### src/rtl/hc_pkg.sv
// Shared constants and types for the 16-bit core's register file and hazard scoreboard.
package hc_pkg;
    localparam int unsigned NREG = 32;
    localparam int unsigned DW   = 16;
    localparam int unsigned AW   = 5;

    localparam int unsigned NZCV_N = 3;
    localparam int unsigned NZCV_Z = 2;
    localparam int unsigned NZCV_C = 1;
    localparam int unsigned NZCV_V = 0;

    typedef logic [AW-1:0] reg_idx_t;
    typedef logic [3:0]    nzcv_t;
endpackage

### src/rtl/hc_scoreboard.sv
// Busy-bit scoreboard: RAW/WAW hazard detection against in-flight destinations,
// reserve/clear arbitration and a registered count of busy registers.
module hc_scoreboard #(
    parameter int unsigned NREG = hc_pkg::NREG,
    parameter int unsigned AW   = hc_pkg::AW
) (
    input  logic            clk,
    input  logic            reset,
    input  logic            clr_en,
    input  logic [AW-1:0]   clr_idx,
    input  logic            iss_valid,
    input  logic [AW-1:0]   src_a,
    input  logic [AW-1:0]   src_b,
    input  logic            dst_en,
    input  logic [AW-1:0]   dst,
    output logic            stall,
    output logic [NREG-1:0] busy,
    output logic [AW:0]     pending_cnt
);
    import hc_pkg::*;

    localparam int unsigned CW = AW + 1;

    logic [NREG-1:0] busy_q, busy_d, clr_vec, set_vec;
    logic [CW-1:0]   cnt_q, cnt_d;
    logic            hz_a, hz_b, hz_d;

    always_comb begin
        clr_vec = '0;
        set_vec = '0;
        if (clr_en)
            clr_vec[clr_idx] = 1'b1;
        // A write-back landing this cycle releases the hazard immediately.
        hz_a  = busy_q[src_a] && !clr_vec[src_a];
        hz_b  = busy_q[src_b] && !clr_vec[src_b];
        hz_d  = dst_en && busy_q[dst] && !clr_vec[dst];
        stall = iss_valid && (hz_a || hz_b || hz_d);
        if (iss_valid && !stall && dst_en)
            set_vec[dst] = 1'b1;
        set_vec[0] = 1'b0;
        // Set applied after clear: a same-cycle reserve of the index wins.
        busy_d = (busy_q & ~clr_vec) | set_vec;
        cnt_d  = '0;
        for (int unsigned i = 0; i < NREG; i++)
            cnt_d = cnt_d + CW'(busy_d[i]);
    end

    always_ff @(posedge clk) begin
        if (reset) begin
            busy_q <= '0;
            cnt_q  <= '0;
        end else begin
            busy_q <= busy_d;
            cnt_q  <= cnt_d;
        end
    end

    assign busy        = busy_q;
    assign pending_cnt = cnt_q;
endmodule

### src/rtl/regfile_scoreboard.sv
// Architectural register file with registered, write-bypassed operand reads,
// NZCV flags, and hazard-based issue stalling via hc_scoreboard.
module regfile_scoreboard #(
    parameter int unsigned NREG = hc_pkg::NREG,
    parameter int unsigned DW   = hc_pkg::DW,
    parameter int unsigned AW   = hc_pkg::AW
) (
    input  logic          clk,
    input  logic          reset,
    input  logic          wb_w_en,
    input  logic [AW-1:0] wb_w_idx,
    input  logic [DW-1:0] wb_w_data,
    input  logic          wb_nzcv_en,
    input  logic [3:0]    wb_nzcv,
    input  logic          iss_valid,
    input  logic [AW-1:0] iss_src_a,
    input  logic [AW-1:0] iss_src_b,
    input  logic          iss_dst_en,
    input  logic [AW-1:0] iss_dst,
    output logic          iss_stall,
    output logic          op_valid,
    output logic [DW-1:0] op_a,
    output logic [DW-1:0] op_b,
    output logic [3:0]    op_nzcv,
    output logic [AW:0]   pending_cnt,
    output logic          wb_err
);
    import hc_pkg::*;

    logic [DW-1:0]   regs [NREG];
    nzcv_t           nzcv;
    logic [NREG-1:0] busy;
    logic [DW-1:0]   rd_a, rd_b;
    nzcv_t           rd_nzcv;
    logic            accept, wb_wr;

    hc_scoreboard #(
        .NREG (NREG),
        .AW   (AW)
    ) u_sb (
        .clk         (clk),
        .reset       (reset),
        .clr_en      (wb_w_en),
        .clr_idx     (wb_w_idx),
        .iss_valid   (iss_valid),
        .src_a       (iss_src_a),
        .src_b       (iss_src_b),
        .dst_en      (iss_dst_en),
        .dst         (iss_dst),
        .stall       (iss_stall),
        .busy        (busy),
        .pending_cnt (pending_cnt)
    );

    always_comb begin
        accept  = iss_valid && !iss_stall;
        wb_wr   = wb_w_en && (wb_w_idx != '0);
        rd_a    = regs[iss_src_a];
        rd_b    = regs[iss_src_b];
        rd_nzcv = wb_nzcv_en ? wb_nzcv : nzcv;
        if (wb_wr && wb_w_idx == iss_src_a)
            rd_a = wb_w_data;
        if (wb_wr && wb_w_idx == iss_src_b)
            rd_b = wb_w_data;
        if (iss_src_a == '0)
            rd_a = '0;
        if (iss_src_b == '0)
            rd_b = '0;
    end

    always_ff @(posedge clk) begin
        if (reset) begin
            for (int unsigned i = 0; i < NREG; i++)
                regs[i] <= '0;
            nzcv     <= '0;
            op_valid <= 1'b0;
            op_a     <= '0;
            op_b     <= '0;
            op_nzcv  <= '0;
            wb_err   <= 1'b0;
        end else begin
            if (wb_wr) begin
                regs[wb_w_idx] <= wb_w_data;
                if (!busy[wb_w_idx])
                    wb_err <= 1'b1;
            end
            if (wb_nzcv_en)
                nzcv <= wb_nzcv;
            op_valid <= accept;
            if (accept) begin
                op_a    <= rd_a;
                op_b    <= rd_b;
                op_nzcv <= rd_nzcv;
            end
        end
    end
endmodule

### config.mk
export PLATFORM = sky130hd
export DESIGN_NAME = regfile_scoreboard
export DESIGN_NICKNAME = d
export VERILOG_FILES = /design/src/rtl/hc_pkg.sv /design/src/rtl/hc_scoreboard.sv /design/src/rtl/regfile_scoreboard.sv
export SDC_FILE = /design/constraint.sdc
export NUM_CORES = 1
export LEC_CHECK = 0
export BUFFER_PORTS_ARGS = -buffer_cell sky130_fd_sc_hd__buf_2
export CAP_MARGIN = 5
export CORE_ASPECT_RATIO = 1.25
export CORE_MARGIN = 1.5
export CORE_UTILIZATION = 65
export CTS_CLUSTER_SIZE = 8
export DETAILED_ROUTE_END_ITERATION = 8
export PLACE_DENSITY = 0.83
export SLEW_MARGIN = 10
export SYNTH_ARGS = -nofsm -noshare
export SYNTH_HDL_FRONTEND = slang
export SYNTH_SLANG_ARGS = --single-unit
### constraint.sdc
create_clock -name clk -period 10.6 [get_ports clk]
set_input_delay 0 -clock clk [delete_from_list [all_inputs] [get_ports clk]]
set_output_delay 0 -clock clk [all_outputs]
set_load 0.02 [all_outputs]
After elaboration in Yosys (flattened, before gate mapping) --
Memories as Yosys holds them, arrays and structs flattened. Cells that the tools add are included.
Word-level totals: RAM bits 512, flip-flop bits (word level) 80, output and inout port bits 45, memories 1, logic and storage cells 108, bits of input ports 46
Memories:
- regs | depth 32, bits a word 16, rd ports 2, clocked after memory_dff 0, wr ports 32, line regfile_scoreboard.sv:30 | logic [DW-1:0] regs [NREG];
Cells by class: add/subtract/negate cells 31, eq/ne operators 2, reductions and logical operators 23, magnitude comparators 6, mux-type cells 33, bitwise gates (word level) 4
Operators by type and width (number):
- $add 6x1->6 | 30
- $mux 16 | 5
- $mux 32 | 2
- $bmux 1 s5 | 7
- $and 32x32->32 | 1
- $not 32->32 | 1
- $or 32x32->32 | 1
- $lt 5x6->1 const B | 4
- $reduce_or 16->1 | 1
- $mux 1 | 15
- $logic_and 1x1->1 | 12
- $demux 1 s5 | 2
- $eq 5x5->1 | 2
- $ge 5x1->1 const B | 2
- $logic_not 5->1 | 2
- $mux 5 | 1
- $reduce_bool 5->1 | 1
- $logic_not 1->1 | 4
- $mux 4 | 1
- $add 1x1->2 | 1
- $logic_or 1x1->1 | 2
- $reduce_and 2->1 | 1
- $not 1->1 | 1

Logic depth before layout (Yosys ltp) --
Gate-level depths: netlist of run 1.
depth after elaboration 48, gate-level depth with buffers 29, mapped depth without buffers 24

Modules after synthesis --
A second synthesis of run 1 with hierarchy kept.
Second synthesis, totals: cell total of the unflattened synthesis 2584, area total of the unflattened synthesis 33845.0 um^2
Modules (own cells, without submodules):
- regfile_scoreboard | sequential area each 16215.6 um^2, area each 29447.0 um^2, times used 1, cells each 2068
- hc_scoreboard | sequential area each 760.7 um^2, area each 4398.0 um^2, times used 1, cells each 516

Worst setup path before layout of run 1 --
No wires, ideal clock.
kind input port to flip-flop, start in iss_src_a[0], end reg u_sb.cnt_q[4] (netlist: u_sb.pending_cnt[4]), arrival 6.570 ns, required time 10.472 ns, buffers on the path 4, stages on the path 28, setup time 0.128 ns, path slack 3.902 ns, cells stage by stage buf_2 buf_6 mux4_2 mux4_2 o211ai_1 nand2_1 nor3_2 nand4_1 buf_2 buf_2 o31ai_1 ha_1 inv_1 fa_1 fa_1 fa_1 fa_1 inv_1 fa_1 inv_1 fa_1 fa_1 inv_1 fa_1 a21o_1 a21oi_1 xor2_1 nor2_1
On the way: longest elaborated chain between the ends 43, elaborated cells between the ends (all ways) 45, those cells by class add/sub: 31; mux: 5; bitwise: 1; reduce/logical: 8
Ends and longest elaborated chain:
- from (decl) | line regfile_scoreboard.sv:16 | input logic [AW-1:0] iss_src_a,
- $bmux 1 s5 | line hc_scoreboard.sv:34 | hz_a = busy_q[src_a] && !clr_vec[src_a];
- $mux 1 (not written as such) | line hc_scoreboard.sv:34
- $logic_not 1->1 | line hc_scoreboard.sv:34
- $logic_and 1x1->1 * | line hc_scoreboard.sv:34
- $logic_or 1x1->1 * (2 in series) | line hc_scoreboard.sv:37 | stall = iss_valid && (hz_a || hz_b || hz_d);
- $logic_and 1x1->1 * | line hc_scoreboard.sv:37
- $logic_not 1->1 * | line hc_scoreboard.sv:38 | if (iss_valid && !stall && dst_en)
- $logic_and 1x1->1 * (2 in series) | line hc_scoreboard.sv:38
- $mux 32 * | line hc_scoreboard.sv:38
- $or 32x32->32 * | line hc_scoreboard.sv:42 | busy_d = (busy_q & ~clr_vec) | set_vec;
- named net u_sb.busy_d[1] | line hc_scoreboard.sv:24 | logic [NREG-1:0] busy_q, busy_d, clr_vec, set_vec;
- $add 1x1->2 * | line hc_scoreboard.sv:45 | cnt_d = cnt_d + CW'(busy_d[i]);
- $add 6x1->6 * (30 in series) | line hc_scoreboard.sv:45
- to (signal assigned) | line hc_scoreboard.sv:54 | cnt_q <= cnt_d;
- to (decl) | line hc_scoreboard.sv:25 | logic [CW-1:0] cnt_q, cnt_d;
Mark *: on every way through the listed nets, which the timed path passes. The rest lies on a longest branch. The select of a mux whose other input is x is not followed. A chain may end at the register's enable or synchronous reset.

Worst setup path in the final report of run 1 --
start reg u_sb.busy_q[18] (netlist: u_sb.busy[18]), end reg u_sb.cnt_q[4] (netlist: u_sb.pending_cnt[4])
On the way: longest elaborated chain between the ends 42, elaborated cells between the ends (all ways) 50, those cells by class add/sub: 31; mux: 7; bitwise: 2; reduce/logical: 10
Ends and longest elaborated chain:
- from (decl) | line hc_scoreboard.sv:24
- from (signal assigned) | line hc_scoreboard.sv:53 | busy_q <= busy_d;
- $bmux 1 s5 (on tied branches) | line hc_scoreboard.sv:34, hc_scoreboard.sv:35, hc_scoreboard.sv:36
- $mux 1 (on tied branches) | line hc_scoreboard.sv:34, hc_scoreboard.sv:35, hc_scoreboard.sv:36
- $logic_and 1x1->1 (on tied branches) | line hc_scoreboard.sv:34, hc_scoreboard.sv:35, hc_scoreboard.sv:36
- $logic_or 1x1->1 / $logic_and 1x1->1 (equally long branches) | line hc_scoreboard.sv:37, hc_scoreboard.sv:36
- $logic_or 1x1->1 * | line hc_scoreboard.sv:37
- $logic_and 1x1->1 * | line hc_scoreboard.sv:37
- $logic_not 1->1 * | line hc_scoreboard.sv:38
- $logic_and 1x1->1 * (2 in series) | line hc_scoreboard.sv:38
- $mux 32 * | line hc_scoreboard.sv:38
- $or 32x32->32 * | line hc_scoreboard.sv:42
- named net u_sb.busy_d[1] | line hc_scoreboard.sv:24
- $add 1x1->2 * | line hc_scoreboard.sv:45
- $add 6x1->6 * (30 in series) | line hc_scoreboard.sv:45
Marks and branches as above.

==> metrics.txt, run 1 <==
result of the run=finished clean; hold_ws=64.7 ps; Via-to-Cell Ratio=7.35; VDD IR-drop max=about 0.00013 V; DR vias=22900; Crit Reg-Reg Endpoint=u_sb.pending_cnt[4]; # rows=92; clock latency on the worst-skew pair=640 ps; R2R setup slack=approximately 3100 ps; Buf/Inv on CP=5; RR Startpoint=u_sb.busy[18]; min Tclk post-route=about 7500 ps; Placer Congestion=0.991; compound-cell area share of the yosys netlist=5.91%; critical path peak fanout=62; die height=257 microns; Largest stage delay, worst path=between 500 and 600 ps; fin area=36600 sq um; Routed Antenna Nets=0; Rel. slew slack=17.6%; CTS Buffer Depth=3; grt ovf=0; Worst path most repeated cell=fa_1; syn avg cell area=13.8 sq um; Leakage=13.1 nW; fill count=3179; layout cells sized above 1=22.8%; vias in the first global route=22200; Worst Min Path Start=wb_w_data[11]; Pwr Density=162 nW/um^2; Synth Area in Simple Gates=13.6%; H-tree depth=3; setup_tns=0 ps; All-Layer GR Usage=39.8%; Die X=206 microns; Yosys reg bits=592; final wirelength=103000 microns; Iteration-0 DRC Markers=around 3500; Netlist cell types=65; mux cell area share after synthesis=24.2%; HP Class=in -> reg; Setup Skew=12.7 ps; post-synthesis sequential area ratio=50.8%; placed cell count=2988; Syn Inst Count=roughly 2400; clock sinks=a little under 600; asr flop ratio synth=0%; drt wl/cell=between 30 and 40 microns; delay-heaviest family, CP=adder cells; full die area=52800 sq um; pin count of the biggest net entering global routing=80; Post-Syn Area=33400 sq um; Place WS=2440 ps; dominant synthesized flop cell=edfxtp_1; I/O Pins=91; first-pass GRT wire length=149000 microns; final setup violating endpoints=0; RSZ-0062 raised after global routing=false; Slew Viols, Final=0; total core area=50600 sq um; Syn-to-layout area delta=9.43%; Final Hold Fails=0; Setup crit end kind=flop; Post-CTS Setup Repair Bufs=0; Root Buffer Master=clkbuf_16; CP max-delay cell=fa_1; largest family of logic cells by synthesized area=multiplexers; DR pass1 iterations=6; Synth Area in XOR/XNOR=0.472%; number of flops mapped to enable cells by yosys=512; Worst EP required=11070 ps; number of remaining DRC errors=0; initial antenna violation count=7; Adder-Cell Fraction of Synth Area=1.74%; Final WS setup=3080 ps; hold path endpoint=regs[29][11]; Clock Pin Slew Worst Setup and Hold Paths=50 ps; non-filler cells, final=approximately 3100; total CTS buffers=84; Max Freq=133 MHz; placed cell area=about 34000 sq um; worst-margin pin slew=between 1000 and 1500 ps; Initial Utilization=66.0%; YS warnings=0; number of cells on the critical path=25; Final nets=~2500; crit path kind=reg -> reg; Worst Path Arrival=7990 ps; port bufs=90; HPWL after detailed placement=68100 microns; Period Utilization, post-route=between 70 and 80%; TritonCTS clock tree=done; FF-to-FF path depth=25; Hold Crit Depth=3; Max Cap Viol=0; crit start category=flop
-- worst max-delay path by stage --
stage	start	to	slack [ps]
after floorplan	iss_src_a[0]	u_sb.pending_cnt[4]	3900
after global placement	iss_src_a[0]	u_sb.pending_cnt[4]	2490
after detailed placement	iss_src_a[0]	u_sb.pending_cnt[4]	2440
after CTS	iss_src_a[0]	u_sb.pending_cnt[4]	3070
after global routing	iss_src_a[0]	u_sb.pending_cnt[4]	2570
final	u_sb.busy[18]	u_sb.pending_cnt[4]	3080
-- what timing repair did --
item                                   4_1_cts  5_1_grt
hold buffers                                11        0
resized for setup                            0        0
endpoints found under the hold margin       27        0
-- area by class of cell --
cell class | instances | area [sq um] | area share, %
Antenna cell | 4 | 10.0 | 0.0274
Clock buffer | 104 | 2240 | 6.13
Clock inverter | 4 | 61.3 | 0.168
Inverter | 31 | 116 | 0.318
Multi-Input combinational cell | 1571 | 15400 | 42.1
Sequential cell | 592 | 17000 | 46.4
Tap cell | 658 | 823 | 2.25
Timing Repair Buffer | 147 | 937 | 2.56
-- flip-flops by register name, indices dropped and copies added, names as in the netlist --
name,flops
wb_err,1
u_sb.busy,32
op_a,16
nzcv,4
regs,512
op_b,16
u_sb.pending_cnt,6
op_valid,1
op_nzcv,4
-- through the flow --
stage                     utilization (%)  power (W)
after detailed placement             67.4    0.00351
after global routing                 72.2    0.00605
after floorplan                         -    0.00323
final                                72.2    0.00593
after global placement               67.4    0.00349
after CTS                            72.2    0.00590
-- tightest hold or removal path, delay by kind of cell --
kind / cells / cell delay (ps)
buffers and inverters: 2 / 340
and+or+nand+nor: 1 / 190
-- cells by family (layout without fill, tap and decap cells) --
group                    after synthesis  in the layout
AND/OR/NAND/NOR                      773            773
XOR/XNOR                              18             18
AO/OA/AOI/OAI                        275            275
flip-flops                           592            592
other                                  1             20
multiplexers                         457            457
adder cells (fa/ha/maj)               32             32
buffers and inverters                271            286
-- cell usage after synthesis, drive strengths merged, types with 13 or more instances --
master	instances	area share, %
o221ai	48	1.3
o32ai	33	0.86
mux4	278	19
o21ai	47	0.70
nor2b	17	0.32
fa	24	1.4
buf	68	1.0
mux2	17	0.57
o22ai	19	0.36
o211ai	17	0.38
o31a	25	0.66
and2	496	9.3
clkbuf	172	1.9
mux2i	162	4.9
inv	30	0.34
dfxtp	80	4.8
nand2b	38	0.71
edfxtp	512	46
nand2	34	0.38
nor2	89	1.0
a21oi	41	0.61
nand3	13	0.19
or2	38	0.71
-- power by group --
part | leakage [nW] | switching [W] | internal, W | total, W
registers | 5.53 | 0.0000713 | 0.00266 | 0.00273
logic | 6.45 | 0.000483 | 0.000291 | 0.000774
clock network | 1.12 | 0.000966 | 0.00146 | 0.00243
-- cell usage in the layout, fill, tap and decap left out, drive strengths merged, types with 24 or more instances in the layout --
cell / n
mux2i: 162
o221ai: 48
fa: 24
and2: 496
a21oi: 41
mux4: 278
o32ai: 33
buf: 136
o31a: 25
or2: 38
nor2: 89
clkbuf: 104
inv: 31
o21ai: 47
dfxtp: 80
nand2: 34
edfxtp: 512
nand2b: 38
-- routing by layer --
metal  up-vias  wire, microns  part of all wire [%]  GRT usage (%)
li1       9247              -                     -              -
met1     11500          35300                    34           52.9
met2      1761          47800                    47           61.2
met3       336          12900                    13           8.59
met4         6           6720                   6.5           22.2
met5         -             40                 0.039              0
Power figures use the tool's default switching activity.
==> inputs of run 2 (changes only) <==
Settings changed: CORE_UTILIZATION 65 to 57, PLACE_DENSITY 0.83 to 0.77.
Clock period 10.6 ns to 6.6 ns, I/O delays scaled along.
==> metrics.txt, run 2 (same netlist as run 1, synthesis figures left out) <==
Final WS setup=-222 ps (-3300 ps); Core Util, Final=65.4% (-6.8 points); Clock Pin Slew Worst Setup and Hold Paths=50 ps (about the same); HPWL after detailed placement=76600 microns (+12%); RSZ-0062 raised after global routing=true; vias in the first global route=23700 (+6.9%); failing checks=setup timing; port bufs=90 (unchanged); # rows=99 (+7.6%); Iteration-0 DRC Markers=2852 (-18%); most frequent cells in the layout=edfxtp_1 (512), and2_1 (496), mux4_2 (278); All-Layer GR Usage=38.4% (-1.3 points); Setup crit end kind=flop; Reg with most FFs=regs; Slew Viols, Final=0 (unchanged); Worst path most repeated cell=fa_1; crit path kind=reg -> reg; worst-margin pin slew=1180 ps (-55.1 ps); Final Hold Fails=0 (unchanged); crit start category=flop; Syn-to-layout area delta=14.0%; Leakage=13.9 nW (+6.3%); Place WS=-326 ps (-2770 ps); total CTS buffers=84 (unchanged); VDD IR-drop max=0.000232 V (+77%); final setup violating endpoints=3 (+3); Root Buffer Master=clkbuf_16; result of the run=complete, but fails checks; Initial Utilization=57.4% (-8.6 points); max reg flops=512 (unchanged); min Tclk post-route=6820 ps (-696 ps); die height=274 microns (+6.7%); pin count of the biggest net entering global routing=121 (+51%); drt wl/cell=33.5 microns (+1.5%); Max Cap Viol=0 (unchanged); placed cell area=35500 sq um (+3.9%); initial antenna violation count=6 (-1); Period Utilization, post-route=103% (+32 points); H-tree depth=3 (unchanged); Max Freq=147 MHz (+10%); clock latency on the worst-skew pair=620 ps (-20 ps); Rel. slew slack=21.0% (+3.4 points); grt ovf=0 (unchanged); setup_tns=-282 ps (-282 ps); Largest stage delay, worst path=530 ps (about the same); total core area=58200 sq um (+15%); clock sinks=592 (unchanged); layout cells sized above 1=27.6% (+4.8 points); Via-to-Cell Ratio=6.87 (-6.5%); TritonCTS clock tree=done; fin area=38100 sq um (+4.2%); HP Class=in -> reg; Setup Skew=20.6 ps (+7.90 ps); Pwr Density=255 nW/um^2 (+57%); critical path peak fanout=5 (-92%); Worst Path Arrival=7290 ps (-700 ps); Final nets=2663 (+6.3%); first-pass GRT wire length=163000 microns (+8.8%); Tot Pwr=0.00970 W (+63%); number of remaining DRC errors=0 (unchanged); DR vias=23300 (+2.1%); CTS Buffer Depth=3 (unchanged); I/O Pins=91 (unchanged); Worst EP required=7070 ps (-4000 ps); most common cell after layout, fill and taps aside=edfxtp_1; Routed Antenna Nets=0 (unchanged); Placer Congestion=1.02 (+2.5%); full die area=60100 sq um (+14%); Die X=220 microns (+6.7%); DR pass1 iterations=5 (-1); CP max-delay cell=fa_1; final wirelength=114000 microns (+11%)
==> run 2: changes by cell type in the layout (fill, tap and decap cells not counted), sizes merged <==
cell         change
clkinvlp         +1
dlygate4sd3      -3
clkbuf          +28
buf            +160
clkinv           -1
inv              +2
diode            +1
==> run 2: what timing repair did <==
item	CTS	global route
hold buffers	8	0
hold endpoints to repair	8	0
gates resized for setup	4	8
endpoints found under the setup margin	3	5
cloned	1	1
pin swaps	10	5
buffers inserted	3	0
==> run 2: worst max-delay path, delay by kind of cell (launching register included) <==
kind,cells,cell delay [ps]
AO/OA/AOI/OAI,4,720
XOR/XNOR,1,140
adder cells (fa/ha/maj),8,3540
buffers and inverters,7,570
flip-flops,1,310
multiplexers,2,950
AND/OR/NAND/NOR,4,450
==> run 2: layout make-up <==
class | count | area [sq um]
Fill cell | 4191 | 20100
Timing Repair Buffer | 305 | 2210
Sequential cell | 592 | 17000
Inverter | 31 | 116
Clock inverter | 6 | 66.3
Multi-Input combinational cell | 1571 | 15400
Clock buffer | 131 | 2320
Antenna cell | 5 | 12.5
Tap cell | 757 | 947
==> run 2: worst paths after layout <==
kind | from | to | slack, ps | depth (start not counted)
worst min-delay path | reset | u_sb.busy[28] | 50 | 2
worst max register to register | u_sb.busy[26] | u_sb.pending_cnt[4] | -220 | 26
worst max-delay path | u_sb.busy[26] | u_sb.pending_cnt[4] | -220 | 26
worst min register to register | op_a[3] | op_a[3] | 470 | 2
==> run 2: where the power goes <==
part	total [W]	leakage, nW	switching [W]	internal (W)
Clock	0.00399	1.14	0.00160	0.00239
Sequential	0.00439	5.53	0.000112	0.00428
Combinational	0.00132	7.25	0.000804	0.000521
==> run 2: layer usage <==
layer  wire, microns  global-route usage (%)  up-vias  share of wire (%)
li1                -                       -     9602                  -
met1           38400                    46.2    11900                 34
met2           55600                    62.5     1479                 49
met3           10500                    7.26      359                9.2
met4            9480                    27.3        6                8.3
met5              39                       0        -              0.034
==> run 2: through the flow <==
step                std cells  hold WS (ps)
CTS                      3392          32.4
detailed placement       3243           321
finish                   3398          52.6
global route             3393          79.6
floorplan                2434           116
global placement         3243           322
